File: src/rtl/bus_ctrl_pkg.sv
// Shared state encoding and default sizing for the data bus controller.
package bus_ctrl_pkg;

  typedef enum logic [1:0] {
    ST_IDLE = 2'd0,
    ST_WAIT = 2'd1,
    ST_HOLD = 2'd2
  } bus_state_t;

  localparam int DEF_NUM_SOURCES    = 4;
  localparam int DEF_DATA_WIDTH     = 8;
  localparam int DEF_WAIT_WIDTH     = 4;
  localparam int DEF_TIMEOUT_CYCLES = 64;

endpackage

File: src/rtl/priority_encoder.sv
// Lowest-index-wins encoder over a request vector, with a valid flag.
// Latency: combinational.
// Backpressure: none.
module priority_encoder #(
  parameter  int WIDTH = 4,
  localparam int IDX_W = (WIDTH > 1) ? $clog2(WIDTH) : 1
) (
  input  logic [WIDTH-1:0] req,
  output logic [IDX_W-1:0] idx,
  output logic             vld
);

  // Scan downwards so the lowest set bit is the last one written.
  always_comb begin
    idx = '0;
    vld = 1'b0;
    for (int i = WIDTH - 1; i >= 0; i--) begin
      if (req[i]) begin
        idx = IDX_W'(i);
        vld = 1'b1;
      end
    end
  end

endmodule

File: src/rtl/data_bus_controller.sv
// Steers CPU bus cycles to the lowest-index claiming source, or to the external bus.
// Latency: ready returns W+1 cycles after command start when the source is ready.
// Backpressure: processor_ready held low until wait states, source_ready or timeout.
module data_bus_controller
  import bus_ctrl_pkg::*;
#(
  parameter  int                    NUM_SOURCES    = DEF_NUM_SOURCES,
  parameter  int                    DATA_WIDTH     = DEF_DATA_WIDTH,
  parameter  int                    WAIT_WIDTH     = DEF_WAIT_WIDTH,
  parameter  int                    TIMEOUT_CYCLES = DEF_TIMEOUT_CYCLES,
  parameter  logic [DATA_WIDTH-1:0] IDLE_DATA      = '1,
  localparam int                    SRC_W          = $clog2(NUM_SOURCES),
  localparam int                    TO_W           = $clog2(TIMEOUT_CYCLES + 1)
) (
  input  logic                              clock,
  input  logic                              reset,
  input  logic                              io_read_n,
  input  logic                              io_write_n,
  input  logic                              memory_read_n,
  input  logic                              memory_write_n,
  input  logic [NUM_SOURCES-1:0]            source_select,
  input  logic [NUM_SOURCES-1:0]            source_ready,
  input  logic [NUM_SOURCES*DATA_WIDTH-1:0] source_data,
  input  logic [NUM_SOURCES*WAIT_WIDTH-1:0] source_wait_states,
  input  logic [DATA_WIDTH-1:0]             data_bus_ext,
  output logic [DATA_WIDTH-1:0]             data_bus_out,
  output logic                              data_bus_direction,
  output logic                              processor_ready,
  output logic [SRC_W-1:0]                  active_source,
  output logic                              bus_timeout
);

  bus_state_t            state_q, state_d;
  logic                  prev_cmd_q, armed_q, armed_d, is_read_q, is_read_d;
  logic [WAIT_WIDTH-1:0] wait_q, wait_d;
  logic [TO_W-1:0]       to_q, to_d;
  logic [SRC_W-1:0]      src_d, enc_idx;
  logic [DATA_WIDTH-1:0] dout_d;
  logic                  dir_d, rdy_d, tmo_d, enc_vld;
  logic                  cmd, rd, start;
  logic [DATA_WIDTH-1:0] sel_data;
  logic [WAIT_WIDTH-1:0] enc_wait;

  assign cmd = ~(io_read_n & io_write_n & memory_read_n & memory_write_n);
  assign rd  = ~io_read_n | ~memory_read_n;
  // armed_q blocks a strobe that was already active when reset released.
  assign start = cmd & ~prev_cmd_q & armed_q;
  assign armed_d = armed_q | ~cmd;

  assign sel_data = source_data[int'(active_source)*DATA_WIDTH +: DATA_WIDTH];
  assign enc_wait = source_wait_states[int'(enc_idx)*WAIT_WIDTH +: WAIT_WIDTH];

  priority_encoder #(.WIDTH(NUM_SOURCES)) u_prio (
    .req (source_select),
    .idx (enc_idx),
    .vld (enc_vld)
  );

  always_comb begin
    state_d   = state_q;
    wait_d    = wait_q;
    to_d      = to_q;
    src_d     = active_source;
    dout_d    = data_bus_out;
    dir_d     = data_bus_direction;
    rdy_d     = processor_ready;
    tmo_d     = 1'b0;
    is_read_d = is_read_q;
    case (state_q)
      ST_IDLE: begin
        rdy_d = 1'b1;
        dir_d = 1'b0;
        if (start) begin
          is_read_d = rd;
          if (enc_vld) begin
            src_d   = enc_idx;
            wait_d  = enc_wait;
            to_d    = '0;
            rdy_d   = 1'b0;
            state_d = ST_WAIT;
          end else begin
            dir_d   = 1'b1;
            state_d = ST_HOLD;
            if (rd) dout_d = data_bus_ext;
          end
        end
      end
      ST_WAIT: begin
        if (!cmd) begin
          rdy_d   = 1'b1;
          state_d = ST_IDLE;
        end else if (wait_q == '0 && source_ready[active_source]) begin
          if (is_read_q) dout_d = sel_data;
          rdy_d   = 1'b1;
          state_d = ST_HOLD;
        end else if (to_q == TO_W'(TIMEOUT_CYCLES - 1)) begin
          // This is the last allowed WAIT cycle; terminate with filler data.
          if (is_read_q) dout_d = IDLE_DATA;
          tmo_d   = 1'b1;
          rdy_d   = 1'b1;
          state_d = ST_HOLD;
        end else begin
          wait_d = (wait_q == '0) ? '0 : wait_q - WAIT_WIDTH'(1);
          to_d   = to_q + TO_W'(1);
        end
      end
      ST_HOLD: begin
        if (!cmd) begin
          dir_d   = 1'b0;
          state_d = ST_IDLE;
        end else if (data_bus_direction && is_read_q) begin
          dout_d = data_bus_ext;
        end
      end
      default: state_d = ST_IDLE;
    endcase
  end

  always_ff @(posedge clock) begin
    if (reset) begin
      state_q            <= ST_IDLE;
      prev_cmd_q         <= 1'b0;
      armed_q            <= 1'b0;
      is_read_q          <= 1'b0;
      wait_q             <= '0;
      to_q               <= '0;
      active_source      <= '0;
      data_bus_out       <= '0;
      data_bus_direction <= 1'b0;
      processor_ready    <= 1'b1;
      bus_timeout        <= 1'b0;
    end else begin
      state_q            <= state_d;
      prev_cmd_q         <= cmd;
      armed_q            <= armed_d;
      is_read_q          <= is_read_d;
      wait_q             <= wait_d;
      to_q               <= to_d;
      active_source      <= src_d;
      data_bus_out       <= dout_d;
      data_bus_direction <= dir_d;
      processor_ready    <= rdy_d;
      bus_timeout        <= tmo_d;
    end
  end

endmodule

File: config.mk
export PLATFORM = sky130hd
export DESIGN_NAME = data_bus_controller
export DESIGN_NICKNAME = d
export VERILOG_FILES = /design/src/rtl/bus_ctrl_pkg.sv /design/src/rtl/priority_encoder.sv /design/src/rtl/data_bus_controller.sv
export SDC_FILE = /design/constraint.sdc
export NUM_CORES = 1
export LEC_CHECK = 0
export ABC_AREA = 0
export BUFFER_PORTS_ARGS = -buffer_cell sky130_fd_sc_hd__buf_2
export CORE_ASPECT_RATIO = 1.25
export CORE_MARGIN = 1
export CORE_UTILIZATION = 43
export CTS_BUF_LIST = sky130_fd_sc_hd__clkbuf_16
export DETAILED_ROUTE_END_ITERATION = 10
export PLACE_DENSITY_LB_ADDON = 0.1
export SLEW_MARGIN = 30
export SYNTH_ARGS = -nofsm -noshare
export SYNTH_HDL_FRONTEND = slang
export SYNTH_SLANG_ARGS = --single-unit
File: constraint.sdc
create_clock -name clock -period 1.7 [get_ports clock]
set_input_delay 0.17 -clock clock [delete_from_list [all_inputs] [get_ports clock]]
set_output_delay 0.17 -clock clock [all_outputs]
set_load 0.03 [all_outputs]
==> results.toml <==
[run_status]
status = "finished with violations"
violations = "negative setup slack"

[sta]
max_slew_margin_pct = 66.9
fin_ws_ns = -0.0283
tightest_slew_ns = 0.497
whs_ns = 0.159
fin_setup_tns_ns = -0.167
rsz0062_at_grt = "yes"
maxSlewViolCount = 0
max_freq_ghz = 0.579
fin_crit_sh_pct = 102
period_minus_slack_ns = 1.73
fin_skew_ns = 0.00454
finalSetupViolations = 8
hold_violations = 0

[cells_and_area]
drive_above_1_share_pct = 44.0
final_cells = 390
fin_area_mm2 = 0.00288
diodes = 0
fillers = 397
area_delta_synth_final_pct = 45.1
layout.nets = 402
seq_area_um2 = 586
multiInputGateArea_mm2 = 0.00138

[worst_setup_path]
worst_setup_path_end_kind = "register"
worstRegToRegCells = 5
crit_family = "multiplexers"
crit_fanout = 8
crit_start = "active_source[0]"
crit_path_top_delay_cell = "mux4_2"
rrSetupSlack_ns = -0.03
worst_ep_required_time_ns = 1.90
crit_end = "data_bus_out[1]"
crit_path_cell_trace = "mux4_2 > a21o_4 > o221ai_4 > buf_12 > mux2i_1"
startpoint_type = "register"
cp_num_cells = 5
r2r_end = "data_bus_out[1]"
cpPeakStageDelay_ns = 0.52
critPathArrivalTime_ns = 1.93
worst-path-buf-inv = 1
path_class = "reg -> reg"
regToRegStartpoint = "active_source[0]"

[global_route]
antenna_found_initial = 0
grt_max_degree = 32
grt_pass1_wl_um = 9090
grt-ovfl-total = 0
first_global_vias = 2000
gr-usage-all-layers_pct = 23.8

[synth]
ys_warn_count = 0
ys_seq_elements = 29
synthXorXnorAreaFrac_pct = 0
yosys.area.top_type_share_pct = 29.2
yosys.area_share.simple_pct = 27.6
synth_flop_cell = "dfxtp_1"
synth_fp_nets = 297
synthAdderAreaFrac_pct = 0.629
syn_area_per_cell_um2 = 8.80
ys_top_cells_by_area = "dfxtp_1 29%, mux4_2 10%, mux2i_1 6.0%, nand2b_1 6.0%, nor2_1 5.9%"
ys_types = 48
synth_top_family_by_area = "simple AND/OR/NAND/NOR gates"
synthMuxAreaShare_pct = 16.2
synth-compound-area-share_pct = 22.2
async_flop_share_pct = 0
synth_edf_count = 0
syn_inst = 226
seq_area_frac_synth_pct = 29.2
syn_area_mm2 = 0.00199
synth_top_area_cell = "dfxtp_1"

[floorplanning]
io-pin-count = 83
die_x_um = 62.8
core_mm2 = 0.00443
rows = 27
start_util_pct = 44.9
die_area_mm2 = 0.00490
die_h_um = 78.0

[placement]
port_buffers = 82
pre_cts_ws_ns = -0.152
placed_cell_area_mm2 = 0.00264
dp_cells = 379
hpwl_um = 4210
gp_congestion = 0.785

[min_path]
min_from = "io_read_n"
min_path_type = "in -> reg"

[power]
p_sw_mw = 0.433
power_density_mw_per_mm2 = 629
peakVddDrop_mv = 0.372
p_sw_share_pct = 23.9
p_int_mw = 1.38
seq_power_share_pct = 38.2
clockPowerShare_pct = 45.5
power.share.combinational_pct = 16.3
leakage_nw = 1.28

[flow_run]
cap_violations = 0

[drt]
drt_pass1_iterations = 4
wire_per_inst_um = 14.5
viasPerCell = 5.53
vias = 2155
drt_iter0_drc = 91
wirelength_um = 5660
drc = 0
postRouteAntennaNets = 0

[clocking]
worstSkewPairLatency_ns = 0.27
cts_tree = "yes"
cts_buffers = 5
path_clk_slew_ns = 0.05
cts_num_sinks = 29
cts-root-buf = "clkbuf_16"
htree_levels = 2
cts_max_path_buffers = 2
==> cells in the final DEF (no fill, tap or decap), drive strengths merged, types with 4 or more instances in the layout <==
cell type and n:
a211o 8, a21oi 9, and3 4, buf 113, clkbuf 5, dfxtp 29, inv 5, mux2i 12
mux4 9, nand2 5, nand2b 19, nor2 31, nor2b 5, nor3 7, nor3b 5, o211ai 5
o21ai 11, o31ai 5
==> stage by stage <==
stage               power, mW  utilization [%]
detailed placement      0.994             59.7
finish                   1.82             65.2
global placement        0.991             59.7
global route             1.89             65.2
floorplan               0.849                -
CTS                      1.82             63.8
==> power by group through the flow <==
stage	clock network [mW]	logic (mW)	registers (mW)
after global placement	0	0.284	0.706
after CTS	0.836	0.292	0.693
final	0.826	0.296	0.693
after floorplan	0	0.139	0.710
after detailed placement	0	0.288	0.706
after global routing	0.876	0.323	0.693
==> layer usage <==
layer | track usage, % | vias to the layer above | routed length (µm)
li1 | - | 1069 | -
met1 | 27.5 | 1036 | 2330
met2 | 43.9 | 44 | 3060
met3 | 4.51 | 6 | 198
met4 | 6.98 | 0 | 63
met5 | 0 | - | 0
==> repair_timing <==
item | in CTS | in global routing
pin swaps | 4 | 3
buffers inserted | 1 | 2
hold buffers | 0 | 0
gates resized for setup | 3 | 10
setup endpoints to repair | 13 | 22
==> registers in the layout, indices dropped and copies added, names as in the netlist <==
name / count
data_bus_out: 8
is_read_q: 1
armed_q: 1
active_source: 2
prev_cmd_q: 1
processor_ready: 1
data_bus_direction: 1
to_q: 7
bus_timeout: 1
wait_q: 4
state_q: 2
==> worst min-delay path by stage <==
stage                     slack (ns)  depth (start not counted)   endpoint
after floorplan                 0.28                          1  is_read_q
after global placement          0.44                          2  is_read_q
after detailed placement        0.45                          2  is_read_q
after CTS                       0.15                          2  is_read_q
after global routing            0.17                          2  is_read_q
final                           0.16                          2  is_read_q
==> worst register-to-register path: cells and delay by family (launching register included) <==
family,cells,cell delay (ns)
flops,1,0.34
mux,2,0.70
compound gates,2,0.45
buf+inv,1,0.16
==> cells in the mapped netlist, types with 2 or more instances <==
| master | instances |
|---|---|
| a41oi_1 | 2 |
| nand4_1 | 2 |
| nand3b_1 | 2 |
| a211o_1 | 8 |
| nor4_1 | 2 |
| nand2b_1 | 19 |
| nand2_1 | 5 |
| dfxtp_1 | 29 |
| mux4_2 | 9 |
| and3_1 | 4 |
| o31ai_1 | 5 |
| a31oi_1 | 3 |
| nor3b_1 | 5 |
| a21oi_1 | 7 |
| or4_1 | 2 |
| o211ai_1 | 5 |
| buf_1 | 2 |
| a21oi_2 | 2 |
| or2_2 | 3 |
| nor2b_1 | 5 |
| a311oi_1 | 3 |
| o21ai_1 | 2 |
| and4_1 | 2 |
| nand4b_1 | 2 |
| o21ai_0 | 9 |
| nor2_1 | 31 |
| inv_1 | 4 |
| clkbuf_1 | 10 |
| a211oi_1 | 3 |
| nor3_1 | 7 |
| mux2i_1 | 12 |
| o311ai_0 | 2 |
| nand3_1 | 3 |
==> layout make-up <==
cell class,count,share of cell area (%)
repair buffers,113,23.9
clock buffers,5,4.34
flip-flops and latches,29,20.3
well taps,58,2.52
multi-input cells,178,48.0
inverters,4,0.521
clock inverters,3,0.477
==> cells by family after synthesis <==
group | Yosys count
simple gates | 99
buf+inv | 19
compound gates | 57
flops | 29
fa+ha+maj | 1
mux | 21
No activity file was read; power rests on OpenSTA's default activity.
